<file path="src/rtl/sseg_mux_decoder.sv">
// Receiver for a multiplexed 4-digit seven-segment bus: synchronizes the pins,
// captures each settled digit, decodes it to hex and reports frame/error/stale status.
module sseg_mux_decoder #(
  parameter int unsigned SETTLE_CYCLES  = 16,
  parameter int unsigned TIMEOUT_CYCLES = 1048576
) (
  input  logic        i_clk,
  input  logic        i_reset,
  input  logic [7:0]  i_sseg_n,
  input  logic [3:0]  i_ldsel,
  output logic [31:0] o_seg,
  output logic [15:0] o_hex,
  output logic [3:0]  o_hex_valid,
  output logic        o_frame,
  output logic        o_mh_err,
  output logic        o_stale
);

  localparam logic [7:0]  SETTLE_LAST  = 8'(SETTLE_CYCLES - 1);
  localparam logic [19:0] TIMEOUT_LAST = 20'(TIMEOUT_CYCLES - 1);

  typedef enum logic [1:0] {ST_WAIT, ST_CAPTURE, ST_HOLD} state_t;

  logic [11:0] sync1, sync2;
  logic [7:0]  s_sseg, p_sseg;
  logic [3:0]  s_ldsel, p_ldsel;
  logic [7:0]  stab_cnt;
  logic [19:0] to_cnt;
  logic [3:0]  seen, seen_next;
  logic [1:0]  sel_idx;
  logic [7:0]  cap_seg;
  logic [4:0]  dec;
  logic        change, one_hot, multi_hot, capture, frame_now;
  state_t      state, state_next;

  // Returns {valid, nibble} for an active-high gfedcba pattern.
  function automatic logic [4:0] decode(input logic [6:0] g);
    case (g)
      7'h3F: decode = 5'h10;  7'h06: decode = 5'h11;
      7'h5B: decode = 5'h12;  7'h4F: decode = 5'h13;
      7'h66: decode = 5'h14;  7'h6D: decode = 5'h15;
      7'h7D: decode = 5'h16;  7'h07: decode = 5'h17;
      7'h7F: decode = 5'h18;  7'h6F: decode = 5'h19;
      7'h77: decode = 5'h1A;  7'h7C: decode = 5'h1B;
      7'h39: decode = 5'h1C;  7'h5E: decode = 5'h1D;
      7'h79: decode = 5'h1E;  7'h71: decode = 5'h1F;
      default: decode = 5'h00;
    endcase
  endfunction

  // NOTE: asynchronous reset must appear in the sensitivity list; state uses <= only.
  always_ff @(posedge i_clk or posedge i_reset) begin
    if (i_reset) begin
      sync1    <= '0;
      sync2    <= '0;
      p_sseg   <= '0;
      p_ldsel  <= '0;
      stab_cnt <= '0;
    end else begin
      sync1   <= {i_sseg_n, i_ldsel};
      sync2   <= sync1;
      p_sseg  <= s_sseg;
      p_ldsel <= s_ldsel;
      if (change)                stab_cnt <= '0;
      else if (stab_cnt != 8'hFF) stab_cnt <= stab_cnt + 8'd1;
    end
  end

  assign s_sseg    = sync2[11:4];
  assign s_ldsel   = sync2[3:0];
  assign change    = {s_sseg, s_ldsel} != {p_sseg, p_ldsel};
  assign multi_hot = (s_ldsel & (s_ldsel - 4'd1)) != 4'd0;
  assign one_hot   = (s_ldsel != 4'd0) && !multi_hot;
  assign cap_seg   = ~s_sseg;
  assign dec       = decode(cap_seg[6:0]);

  always_comb begin
    sel_idx = 2'd0;
    case (s_ldsel)
      4'b0010: sel_idx = 2'd1;
      4'b0100: sel_idx = 2'd2;
      4'b1000: sel_idx = 2'd3;
      default: sel_idx = 2'd0;
    endcase
  end

  always_ff @(posedge i_clk or posedge i_reset) begin
    if (i_reset) state <= ST_WAIT;
    else         state <= state_next;
  end

  // Capture fires on the WAIT->CAPTURE edge so outputs update SETTLE_CYCLES+3 edges after a pin change.
  always_comb begin
    // NOTE: defaults first so no path leaves a combinational output unassigned (no latches).
    state_next = state;
    capture    = 1'b0;
    case (state)
      ST_WAIT: begin
        if (!change && one_hot && stab_cnt == SETTLE_LAST) begin
          state_next = ST_CAPTURE;
          capture    = 1'b1;
        end
      end
      ST_CAPTURE: state_next = change ? ST_WAIT : ST_HOLD;
      ST_HOLD:    if (change) state_next = ST_WAIT;
      default:    state_next = ST_WAIT;
    endcase
  end

  assign seen_next = seen | (4'b0001 << sel_idx);
  assign frame_now = capture && (seen_next == 4'hF);

  always_ff @(posedge i_clk or posedge i_reset) begin
    if (i_reset) begin
      o_seg       <= '0;
      o_hex       <= '0;
      o_hex_valid <= '0;
      o_frame     <= 1'b0;
      o_mh_err    <= 1'b0;
      o_stale     <= 1'b0;
      seen        <= '0;
      to_cnt      <= '0;
    end else begin
      o_frame  <= frame_now;
      o_mh_err <= o_mh_err | multi_hot;
      if (capture) begin
        o_seg[8*sel_idx +: 8]  <= cap_seg;
        o_hex[4*sel_idx +: 4]  <= dec[3:0];
        o_hex_valid[sel_idx]   <= dec[4];
        seen                   <= frame_now ? 4'h0 : seen_next;
      end
      // A frame completing in the timeout cycle wins over the timeout.
      if (frame_now) begin
        to_cnt  <= '0;
        o_stale <= 1'b0;
      end else begin
        if (to_cnt != 20'hFFFFF) to_cnt <= to_cnt + 20'd1;
        if (to_cnt == TIMEOUT_LAST) begin
          o_stale     <= 1'b1;
          o_hex_valid <= '0;
        end
      end
    end
  end

endmodule

</file>
<file path="config.mk">
export PLATFORM = sky130hd
export DESIGN_NAME = sseg_mux_decoder
export DESIGN_NICKNAME = d
export VERILOG_FILES = /design/src/rtl/sseg_mux_decoder.sv
export SDC_FILE = /design/constraint.sdc
export NUM_CORES = 1
export LEC_CHECK = 0
export ABC_CLOCK_PERIOD_IN_PS = 3930
export CAP_MARGIN = 0
export CORE_MARGIN = 4
export CORE_UTILIZATION = 50
export CTS_CLUSTER_DIAMETER = 40
export DETAILED_ROUTE_END_ITERATION = 10
export PLACE_DENSITY = 0.82
export SLEW_MARGIN = 20
export SYNTH_ARGS = -nofsm -noshare
export SYNTH_HDL_FRONTEND = slang
export SYNTH_SLANG_ARGS = --single-unit
</file>
<file path="constraint.sdc">
create_clock -name i_clk -period 3.93 [get_ports i_clk]
set_clock_uncertainty 0.2 [all_clocks]
set_input_delay 0.393 -clock i_clk [delete_from_list [all_inputs] [get_ports i_clk]]
set_output_delay 0.393 -clock i_clk [all_outputs]
set_load 0.005 [all_outputs]
</file>
Word-level counts from Yosys, hierarchy flattened
Index checks and enable logic that the tools add are counted.
{ "totals": {"register_bits": 125, "in_bits": 14, "out_inout_bits": 55} }
{ "classes": {"addsub": 5, "order_cmp": 2, "eq_ne": 29, "shifts": 5, "mux": 23, "bitwise": 4, "n_reduce_logical": 14} }
{ "op_table": {"columns": ["operator", "count"], "rows": [
  ["$eq A7 B7 Y1 const B", 12],
  ["$pmux W5 S16", 1],
  ["$mux W20", 2],
  ["$neg A4 Y34", 1],
  ["$neg A5 Y34", 1],
  ["$shift A4 B34 Y16 const A", 1],
  ["$shift A8 B34 Y32 const A", 1],
  ["$shiftx A4 B34 Y16", 1],
  ["$shiftx A8 B34 Y32", 1],
  ["$bwmux W32", 1],
  ["$add A20 B1 Y20 const B", 1],
  ["$eq A20 B20 Y1 const B", 1],
  ["$ne A20 B20 Y1 const B", 1],
  ["$bwmux W16", 1],
  ["$mux W4", 4],
  ["$mux W8", 2],
  ["$eq A7 B3 Y1 const B", 2],
  ["$eq A7 B6 Y1 const B", 2],
  ["$ne A12 B12 Y1", 1],
  ["$pmux W2 S3", 2],
  ["$add A8 B1 Y8 const B", 1],
  ["$eq A4 B4 Y1 const B", 2],
  ["$eq A8 B4 Y1 const B", 1],
  ["$ne A8 B8 Y1 const B", 1],
  ["23 further kinds", 38]
]} }

Longest topological paths before layout
Gate-level depths: netlist (run 1).
{ "depth": {"word_depth": 12, "depth_mapped": 11, "mapped_depth_nobuf": 9} }

Least setup slack after synthesis (run 1)
No wires, ideal clock.
{ "synth_path": {"kind": "register -> register", "start": "register sync2[2]", "end": "register o_hex[4]", "setup_ns": 0.125, "t_arrival_ns": 2.130, "required_ns": 3.605, "slack_ns": 1.475, "path_stages_with_launch": 10, "n_path_buf": 2, "path_cell_list": "dfrtp_1 -> buf_2 -> xnor2_1 -> or3_1 -> ha_1 -> nor2b_1 -> nand2_1 -> clkbuf_1 -> nor2_1 -> mux2_2"} }
{ "synth_via": {"elab_chain_cells": 9} }
{ "synth_rtl": {"columns": ["element", "line_no", "text"], "rows": [
  ["from (decl)", "24", "logic [11:0] sync1, sync2;"],
  ["from (signal assigned)", "61", "sync2 <= sync1;"],
  ["branches (longest 9 deep; another with $neg A4 Y34)", null, null],
  ["to (signal, indexed assignment)", "128", "o_hex[4*sel_idx +: 4] <= dec[3:0];"],
  ["to (decl)", "12", "output logic [15:0] o_hex,"]
]} }
Parallel ways; which one is timed is not known.
A chain may end at the register's enable or synchronous reset.

Final worst setup path (run 1)
{ "layout_path": {"start": "register sync2[5]", "end": "register o_hex[14]"} }
{ "layout_via": {"elab_chain_cells": 6} }
{ "layout_rtl": {"columns": ["element"], "rows": [
  ["branches (longest 6 deep; another with $shiftx A4 B34 Y16)"]
]} }
Parallel ways; which one is timed is not known.

==> flow_summary.ini, run 1 <==
[pwr]
sequentialPowerShare = 0.446
peakVddDrop_mv = 0.229
swShare = 0.224
p_sw_mw = 0.670
powerDensity_nw_per_um2 = 425
leakage_nw = 3.16
p_comb_frac = 0.037
total_power_mw = 2.99
internal_power_mw = 2.32
clkPwrFrac = 0.516

[worst_setup_path]
crit_arrival_ns = 3.33
worstSetupPathType = reg -> reg
start_kind = flop
cp.required_ns = 4.02
max_stage_delay_ns = 0.76
cp_common_cell = and3_1
worst_path_max_delay_cell = and3_1
cp_max_fo = 17
cp-end-kind = flop
critical_path.cell_chain = xor2_1, nor4_2, and3_1, and3_1, mux2_2
critPathTopFamily = simple AND/OR/NAND/NOR gates
cp.buffers_inverters = 0

[flow_run]
max-cap-violations = 0

[layout]
area_growth_pct = 22.6
drive_gt1_frac = 0.172
antenna_cells = 0
finalNetCount = 573
final_cells = 704
stdcell_area_um2 = 7040

[placement]
gp_congestion = 0.832
io_buffers = 68
postPlaceCellArea_um2 = 6440
hpwl_mm = 8.54
dp.cells = 672

[floorplan]
boundaryPins = 69
design.core.area_um2 = 11000
die_y_um = 115
die_x_um = 115
die-area_um2 = 13300
start_util = 0.520
placementRows = 38

[global_routing]
grt_overflow = 0
grt_pass1_vias = 4106
antenna_found_initial = 0
track_usage = 0.198
grt_max_degree = 81
grt_pass1_wl_mm = 20.6

[clock_tree]
insertion_delay_ns = 0.41
path_clk_slew_ns = 0.05
clock_tree.buffer_depth = 2
cts_tree = built
cts_hold_buf = 0
cts_buffers = 17
cts_resized = 0
cts_sinks = 125
postCtsSetupRepairBufs = 0
cts_root_buf = clkbuf_16
htreeDepth = 4

[timing]
period_needed_ns = 3.24
rsz0062_at_grt = no
final.setup.tns_ns = 0
setup_viol = 0
timing.fmax_mhz = 309
maxSlewViolCount = 0
tightest_slew_ns = 0.944
period_share = 0.825
hold_violations = 0
maxSlewHeadroom = 0.371

[logic_synthesis]
syn_area_um2 = 5740
synth.avg_cell_area_um2 = 11.8
ys_seq_elements = 125
syn-num-nets = 510
synthArstFlopShare = 1.00
synth_area_leader_cell = dfrtp_1
synth_edf_count = 0
synth.area.top_cells = dfrtp_1 (54%), mux2_2 (5.7%), nor2_1 (5.4%), mux2_4 (3.9%), xor2_1 (3.2%)
syn_inst = 488
ys_warn_count = 0
yosysSeqAreaShare = 0.545
yosysTopAreaCellShare = 0.545
ys_types = 61
synthFlopType = dfrtp_1

[detailed_routing]
ant_nets = 0
viasPerCell = 5.70
drt-total-wl_mm = 12.4
drtIter0Drc = 343
dr.pass1.iters = 5
drc = 0
wl_per_cell_um = 17.6
vias = 4014

[worst_hold_path]
hold_path.class = reg -> reg

[run_status]
status = finished clean
layout by cell type (no fill, tap or decap), types with 4 or more instances in the layout:
| master | n |
|---|---|
| a211oi_1 | 9 |
| a21oi_1 | 6 |
| a31oi_1 | 11 |
| and2_1 | 4 |
| and3_1 | 10 |
| buf_4 | 4 |
| clkbuf_16 | 17 |
| clkdlybuf4s50_1 | 68 |
| clkinv_2 | 4 |
| clkinv_4 | 4 |
| dfrtp_1 | 125 |
| ha_1 | 8 |
| inv_1 | 10 |
| mux2_2 | 29 |
| mux2_4 | 15 |
| mux2i_1 | 6 |
| nand2_1 | 13 |
| nand3_1 | 8 |
| nand4_1 | 7 |
| nor2_1 | 83 |
| nor3_1 | 12 |
| o21bai_1 | 5 |
| xnor2_1 | 14 |
| xor2_1 | 21 |
final cells by class:
class | instances | area, um2
inverters | 11 | 43.8
flip-flops and latches | 125 | 3130
fillers | 859 | 4000
repair buffers | 72 | 711
clock inverters | 13 | 140
multi-input cells | 324 | 2380
well taps | 140 | 175
clock buffers | 19 | 453
final timing paths:
kind	startpoint	endpoint	slack [ns]	depth (start not counted)
min in group asynchronous	i_reset	sync1[5]	0.37	2
max in group asynchronous	i_reset	o_hex[5]	2.27	3
worst min-delay path	sync1[3]	sync2[3]	0.15	0
worst max register to register	sync2[5]	o_hex[14]	0.69	5
worst max-delay path	sync2[5]	o_hex[14]	0.69	5
worst min register to register	sync1[3]	sync2[3]	0.15	0
metrics by stage:
| stage | setup WS [ns] | hold slack, ns | util |
|---|---|---|---|
| after floorplan | 0.00942 | 0.131 | - |
| after global routing | 0.523 | 0.156 | 0.638 |
| final | 0.689 | 0.148 | 0.638 |
| after detailed placement | 0.748 | 0.135 | 0.584 |
| after CTS | 0.713 | 0.148 | 0.638 |
| after global placement | 0.867 | 0.135 | 0.584 |
power by group through the flow:
stage               Combinational [mW]  Clock (mW)  Sequential (mW)
CTS                              0.113        1.57             1.33
global route                     0.126        1.62             1.34
detailed placement               0.113           0             1.35
finish                           0.112        1.54             1.33
global placement                 0.110           0             1.35
floorplan                       0.0900           0             1.34
routing by layer:
metal | vias up | part of all wire | GRT usage
li1 | 1838 | - | -
met1 | 1975 | 0.43 | 0.265
met2 | 161 | 0.47 | 0.310
met3 | 40 | 0.062 | 0.0432
met4 | 0 | 0.033 | 0.0923
met5 | - | 0 | 0
sequential cells by signal (all words and copies together) (netlist names), 2 cells and up:
register,cells
o_seg,32
to_cnt,20
o_hex,16
sync1,12
sync2,12
p_sseg,8
stab_cnt,8
o_hex_valid,4
p_ldsel,4
seen,4
state,2
cells by family after synthesis:
family | count (synthesis) | synth area share
mux | 50 | 0.107
simple gates | 174 | 0.165
xor+xnor | 35 | 0.0534
fa+ha+maj | 9 | 0.0192
flops | 125 | 0.545
compound gates | 56 | 0.0717
buf+inv | 39 | 0.0397
cell usage after synthesis (all sizes together), types with 2 or more instances:
master,instances
or3,4
a31oi,11
o22ai,3
o21a,2
nand2,13
and2,4
clkbuf,7
mux2i,6
ha,8
buf,21
nand2b,2
and3,10
a211oi,9
o21ai,2
and4,2
xnor2,14
inv,11
o21bai,5
nor3b,3
nand3,11
xor2,21
nor4,6
nor4b,3
nor2,84
mux2,44
o211a,4
nor3,13
a22oi,2
nor4bb,3
nand4,9
nor2b,3
a2111oi,3
a21oi,6
dfrtp,125
No activity file was read; power rests on OpenSTA's default activity.
==> inputs of run 2 (changes only) <==
--- a/config.mk
+++ b/config.mk
@@ -5,13 +5,13 @@
 export SDC_FILE = /design/constraint.sdc
 export NUM_CORES = 1
 export LEC_CHECK = 0
-export ABC_CLOCK_PERIOD_IN_PS = 3930
+export ABC_CLOCK_PERIOD_IN_PS = 3300
 export CAP_MARGIN = 0
 export CORE_MARGIN = 4
-export CORE_UTILIZATION = 50
+export CORE_UTILIZATION = 55
 export CTS_CLUSTER_DIAMETER = 40
 export DETAILED_ROUTE_END_ITERATION = 10
-export PLACE_DENSITY = 0.82
+export PLACE_DENSITY = 0.85
 export SLEW_MARGIN = 20
 export SYNTH_ARGS = -nofsm -noshare
 export SYNTH_HDL_FRONTEND = slang
==> constraint.sdc (replaced) <==
create_clock -name i_clk -period 3.3 [get_ports i_clk]
set_clock_uncertainty 0.2 [all_clocks]
set_input_delay 0.33 -clock i_clk [delete_from_list [all_inputs] [get_ports i_clk]]
set_output_delay 0.33 -clock i_clk [all_outputs]
set_load 0.005 [all_outputs]
==> flow_summary.ini, run 2 (synthesis results as in run 1) <==
[run_status]
status = finished clean

[layout]
final_core_util = 0.694
layout_commonest_cell = dfrtp_1
reg_top3 = o_seg: 32 flops, to_cnt: 20 flops, o_hex: 16 flops
largest_reg_flops = 32
n_fill_cell = 734
drive_gt1_frac = 0.179
regArea_um2 = 3130
antenna_cells = 0
area_growth_pct = 23.8
layout_common_cells = dfrtp_1 (125), nor2_1 (83), clkdlybuf4s50_1 (68)
finalNetCount = 579
largest_register = o_seg
multi_input_area_um2 = 2380

[pwr]
leakage_nw = 3.19
peakVddDrop_mv = 0.266
powerDensity_nw_per_um2 = 503

[worst_setup_path]
worstRegToRegCells = 6
cp_max_fo = 17
cp.buffers_inverters = 1
critPathTopFamily = simple AND/OR/NAND/NOR gates
cp-end-kind = flop
max_stage_delay_ns = 0.71
cp.required_ns = 3.49
cp_common_cell = and3_1
crit_arrival_ns = 2.94
start_kind = flop
worst_path_max_delay_cell = dfrtp_1
worstSetupPathType = reg -> reg
critical_path_depth = 6
critical_path.cell_chain = xor2_1, nor4_2, and3_1, and3_1, buf_4, mux2_4

[floorplan]
die-area_um2 = 12100
start_util = 0.561
die_x_um = 110
die_y_um = 110
design.core.area_um2 = 10200
placementRows = 37
boundaryPins = 69

[clock_tree]
postCtsSetupRepairBufs = 0
cts_sinks = 125
clock_tree.buffer_depth = 2
cts_root_buf = clkbuf_8
cts_hold_buf = 0
path_clk_slew_ns = 0.06
cts_buffers = 17
htreeDepth = 4
insertion_delay_ns = 0.52
cts_resized = 0
cts_tree = built

[placement]
io_buffers = 68
gp_congestion = 0.857
hpwl_mm = 8.08
post-place-ws_ns = 0.610

[timing]
timing.fmax_mhz = 364
worst_slack_ns = 0.552
period_share = 0.833
maxSlewViolCount = 0
rsz0062_at_grt = no
maxSlewHeadroom = 0.417
tightest_slew_ns = 0.872
period_needed_ns = 2.75
final.setup.tns_ns = 0
hold_violations = 0
setup_viol = 0

[detailed_routing]
dr.pass1.iters = 4
drc = 0
vias = 4007
ant_nets = 0
wl_per_cell_um = 17.3
drt-total-wl_mm = 12.2
viasPerCell = 5.68
drtIter0Drc = 350

[global_routing]
grt_overflow = 0
grt_max_degree = 48
antenna_found_initial = 0
grt_pass1_vias = 4137
track_usage = 0.220
grt_pass1_wl_mm = 20.3

[flow_run]
max-cap-violations = 0

[worst_hold_path]
hold_path.class = in -> reg
holdPathStages = 1
[run 2: cell count changes in the layout (fill, tap and decap cells not counted), moves of 2 or more]
| cell | before | now |
|---|---|---|
| inv_6 | 2 | 0 |
| buf_12 | 0 | 2 |
| buf_4 | 4 | 8 |
| clkbuf_8 | 2 | 6 |
[run 2: power by group]
part,leakage (nW),internal (mW),switching (mW),total [mW]
Combinational,1.26,0.0546,0.0900,0.145
Sequential,1.64,1.56,0.0255,1.58
Clock,0.294,1.17,0.674,1.85
Total,3.19,2.79,0.790,3.57
[run 2: cell type report]
class	count	share of cell area
inverters	11	0.00634
clock buffers	23	0.0685
multi-input cells	324	0.336
repair buffers	78	0.110
clock inverters	9	0.0153
well taps	136	0.0240
flip-flops and latches	125	0.440
[run 2: stage by stage]
| stage | instance area (um2) | hold WS, ns | total power [mW] | instances |
|---|---|---|---|---|
| after floorplan | 5740 | 0.131 | 1.70 | 488 |
| after global placement | 6510 | 0.133 | 1.75 | 674 |
| after detailed placement | 6510 | 0.135 | 1.75 | 674 |
| after CTS | 7100 | 0.0265 | 3.60 | 706 |
| after global routing | 7100 | 0.0322 | 3.70 | 706 |
| final | 7100 | 0.0430 | 3.57 | 706 |
[run 2: path summary, 6_finish.rpt]
check	start	slack, ns	end
worst max-delay path	sync2[5]	0.55	o_seg[4]
worst min-delay path	i_sseg_n[5]	0.04	sync1[9]
worst max register to register	sync2[5]	0.55	o_seg[4]
worst min register to register	sync1[6]	0.14	sync2[6]
max in group asynchronous	i_reset	2.06	to_cnt[5]
min in group asynchronous	i_reset	0.13	o_seg[22]
[run 2: worst reg2reg max path, cell delays in order (launching register included)]
cell	delay [ns]
dfrtp_1	0.71
xor2_1	0.15
nor4_2	0.35
and3_1	0.28
and3_1	0.33
buf_4	0.27
mux2_4	0.33
[run 2: layer usage]
layer	part of all wire	global-route usage	wire length, um	vias up
met5	0	0	0	-
met1	0.43	0.282	5300	1978
met3	0.065	0.0571	795	24
met2	0.48	0.355	5890	161
li1	-	-	-	1844
met4	0.021	0.0915	262	0
==> inputs of run 3 (changes only) <==
--- a/config.mk
+++ b/config.mk
@@ -5,13 +5,13 @@
 export SDC_FILE = /design/constraint.sdc
 export NUM_CORES = 1
 export LEC_CHECK = 0
-export ABC_CLOCK_PERIOD_IN_PS = 3300
+export ABC_CLOCK_PERIOD_IN_PS = 2300
 export CAP_MARGIN = 0
 export CORE_MARGIN = 4
-export CORE_UTILIZATION = 55
+export CORE_UTILIZATION = 50
 export CTS_CLUSTER_DIAMETER = 40
 export DETAILED_ROUTE_END_ITERATION = 10
-export PLACE_DENSITY = 0.85
+export PLACE_DENSITY = 0.82
 export SLEW_MARGIN = 20
 export SYNTH_ARGS = -nofsm -noshare
 export SYNTH_HDL_FRONTEND = slang
==> constraint.sdc (replaced) <==
create_clock -name i_clk -period 2.3 [get_ports i_clk]
set_clock_uncertainty 0.2 [all_clocks]
set_input_delay 0.23 -clock i_clk [delete_from_list [all_inputs] [get_ports i_clk]]
set_output_delay 0.23 -clock i_clk [all_outputs]
set_load 0.005 [all_outputs]
==> flow_summary.ini, run 3 (synthesis results as in run 1) <==
[run_status]
status = finished, violations left
failed_checks = negative setup slack

[floorplan]
start_util = 0.520
die_x_um = 115
die_y_um = 115
placementRows = 38
boundaryPins = 69
design.core.area_um2 = 11000
die-area_um2 = 13300

[detailed_routing]
ant_nets = 0
top_layer = met4
vias = 4380
drt-total-wl_mm = 15.0
wl_per_cell_um = 19.4
drc = 0
routed-wl-met3_um = 952
route.met2.wl_mm = 7.70
drtIter0Drc = 294
dr.pass1.iters = 5
viasPerCell = 5.67
wl_met1_mm = 6.03

[clock_tree]
clock_tree.buffer_depth = 2
htreeDepth = 4
cts_hold_buf = 0
insertion_delay_ns = 0.42
cts_sinks = 125
cts_buffers = 17
path_clk_slew_ns = 0.06
cts_tree = built
cts_root_buf = clkbuf_16

[global_routing]
track_usage = 0.214
antenna_found_initial = 0
grt_max_degree = 47
grt_overflow = 0
grt_pass1_wl_mm = 21.9
grt_pass1_vias = 4392

[placement]
post-place-ws_ns = -0.0979
dp.cells = 720
hpwl_mm = 8.80
gp_congestion = 0.872
io_buffers = 68

[pwr]
clkPwrFrac = 0.490
leakage_nw = 3.55
peakVddDrop_mv = 0.577
sequentialPowerShare = 0.442
powerDensity_nw_per_um2 = 635
swShare = 0.223
total_power_mw = 5.10
p_sw_mw = 1.14
p_comb_frac = 0.068
internal_power_mw = 3.96

[layout]
largest_reg_flops = 32
largest_register = o_seg
n_fill_cell = 700
area_growth_pct = 40.0
reg_top3 = o_seg: 32 flops, to_cnt: 20 flops, o_hex: 16 flops
drive_gt1_frac = 0.329
final_cells = 773
final_core_util = 0.729
layout_commonest_cell = dfrtp_1
finalNetCount = 643
antenna_cells = 0
layout_common_cells = dfrtp_1 (122), nor2_1 (73), clkdlybuf4s50_1 (68)

[flow_run]
max-cap-violations = 0

[timing]
maxSlewHeadroom = 0.650
worst_slack_ns = -0.102
period_needed_ns = 2.40
setup_viol = 45
tightest_slew_ns = 0.512
rsz0062_at_grt = yes
timing.fmax_mhz = 416
maxSlewViolCount = 0
period_share = 1.04
hold_violations = 0

[worst_setup_path]
start_kind = flop
reg2reg_from = sync2[1]
worstReg2RegEnd = seen[3]
cp_max_fo = 5
rrSetupSlack_ns = -0.10
cp-end-kind = flop
worstSetupPathType = reg -> reg
crit_arrival_ns = 2.51
worstRegToRegCells = 10
cp.required_ns = 2.41

[worst_hold_path]
hold_path.class = in -> async
-- run 3: worst max-delay path, cell delays in order (launching register included) --
cell and delay, ns:
dfrtp_2 0.44, xnor2_1 0.15, or3_4 0.40, inv_4 0.11, ha_4 0.14, o22ai_2 0.07
nor2_2 0.15, nand3_2 0.11, nor3_4 0.22, buf_6 0.15, o21ba_4 0.14
-- run 3: power by group through the flow --
stage | clock [mW] | combinational, mW | sequential [mW]
2_1_floorplan | 0 | 0.167 | 2.29
3_3_place_gp | 0 | 0.273 | 2.29
3_5_place_dp | 0 | 0.283 | 2.29
4_1_cts | 2.53 | 0.299 | 2.25
5_1_grt | 2.64 | 0.369 | 2.26
6_report | 2.50 | 0.347 | 2.26
-- run 3: repair_timing --
item                                    4_1_cts  5_1_grt
pin swaps                                     1        8
gates cloned                                  1        4
endpoints found under the setup margin       73       75
setup buffers                                 5       13
resized for setup                            17       58
-- run 3: cell type report --
| cell class | count | area, um2 | area share |
|---|---|---|---|
| clock inverters | 7 | 62.6 | 0.00778 |
| clock buffers | 24 | 492 | 0.0612 |
| well taps | 140 | 175 | 0.0218 |
| repair buffers | 139 | 1390 | 0.172 |
| inverters | 11 | 50.0 | 0.00623 |
| multi-input cells | 327 | 2740 | 0.341 |
| flip-flops and latches | 125 | 3130 | 0.390 |
-- run 3: metal layers --
layer,up-vias,global-route usage
li1,1987,-
met1,2178,0.274
met2,183,0.353
met3,32,0.0563
met4,0,0.0767
met5,-,0
-- run 3: worst max-delay path by stage --
stage | cells past startpoint | slack, ns | start | end
2_1_floorplan | 11 | -0.06 | sync2[3] | to_cnt[11]
3_3_place_gp | 7 | -0.02 | sync2[3] | o_hex[7]
3_5_place_dp | 7 | -0.1 | sync2[1] | o_hex[5]
4_1_cts | 10 | -0.07 | sync2[3] | to_cnt[18]
5_1_grt | 10 | -0.21 | sync2[1] | to_cnt[18]
6_report | 10 | -0.10 | sync2[1] | seen[3]
-- run 3: through the flow --
| step | hold WS [ns] | instance area (um2) | TNS [ns] |
|---|---|---|---|
| global route | 0.0437 | 8040 | -8.00 |
| floorplan | 0.0614 | 5850 | -1.04 |
| CTS | 0.0185 | 7620 | -1.32 |
| detailed placement | 0.135 | 6950 | -3.49 |
| global placement | 0.134 | 6950 | -0.116 |
| finish | 0.00632 | 8040 | -2.55 |
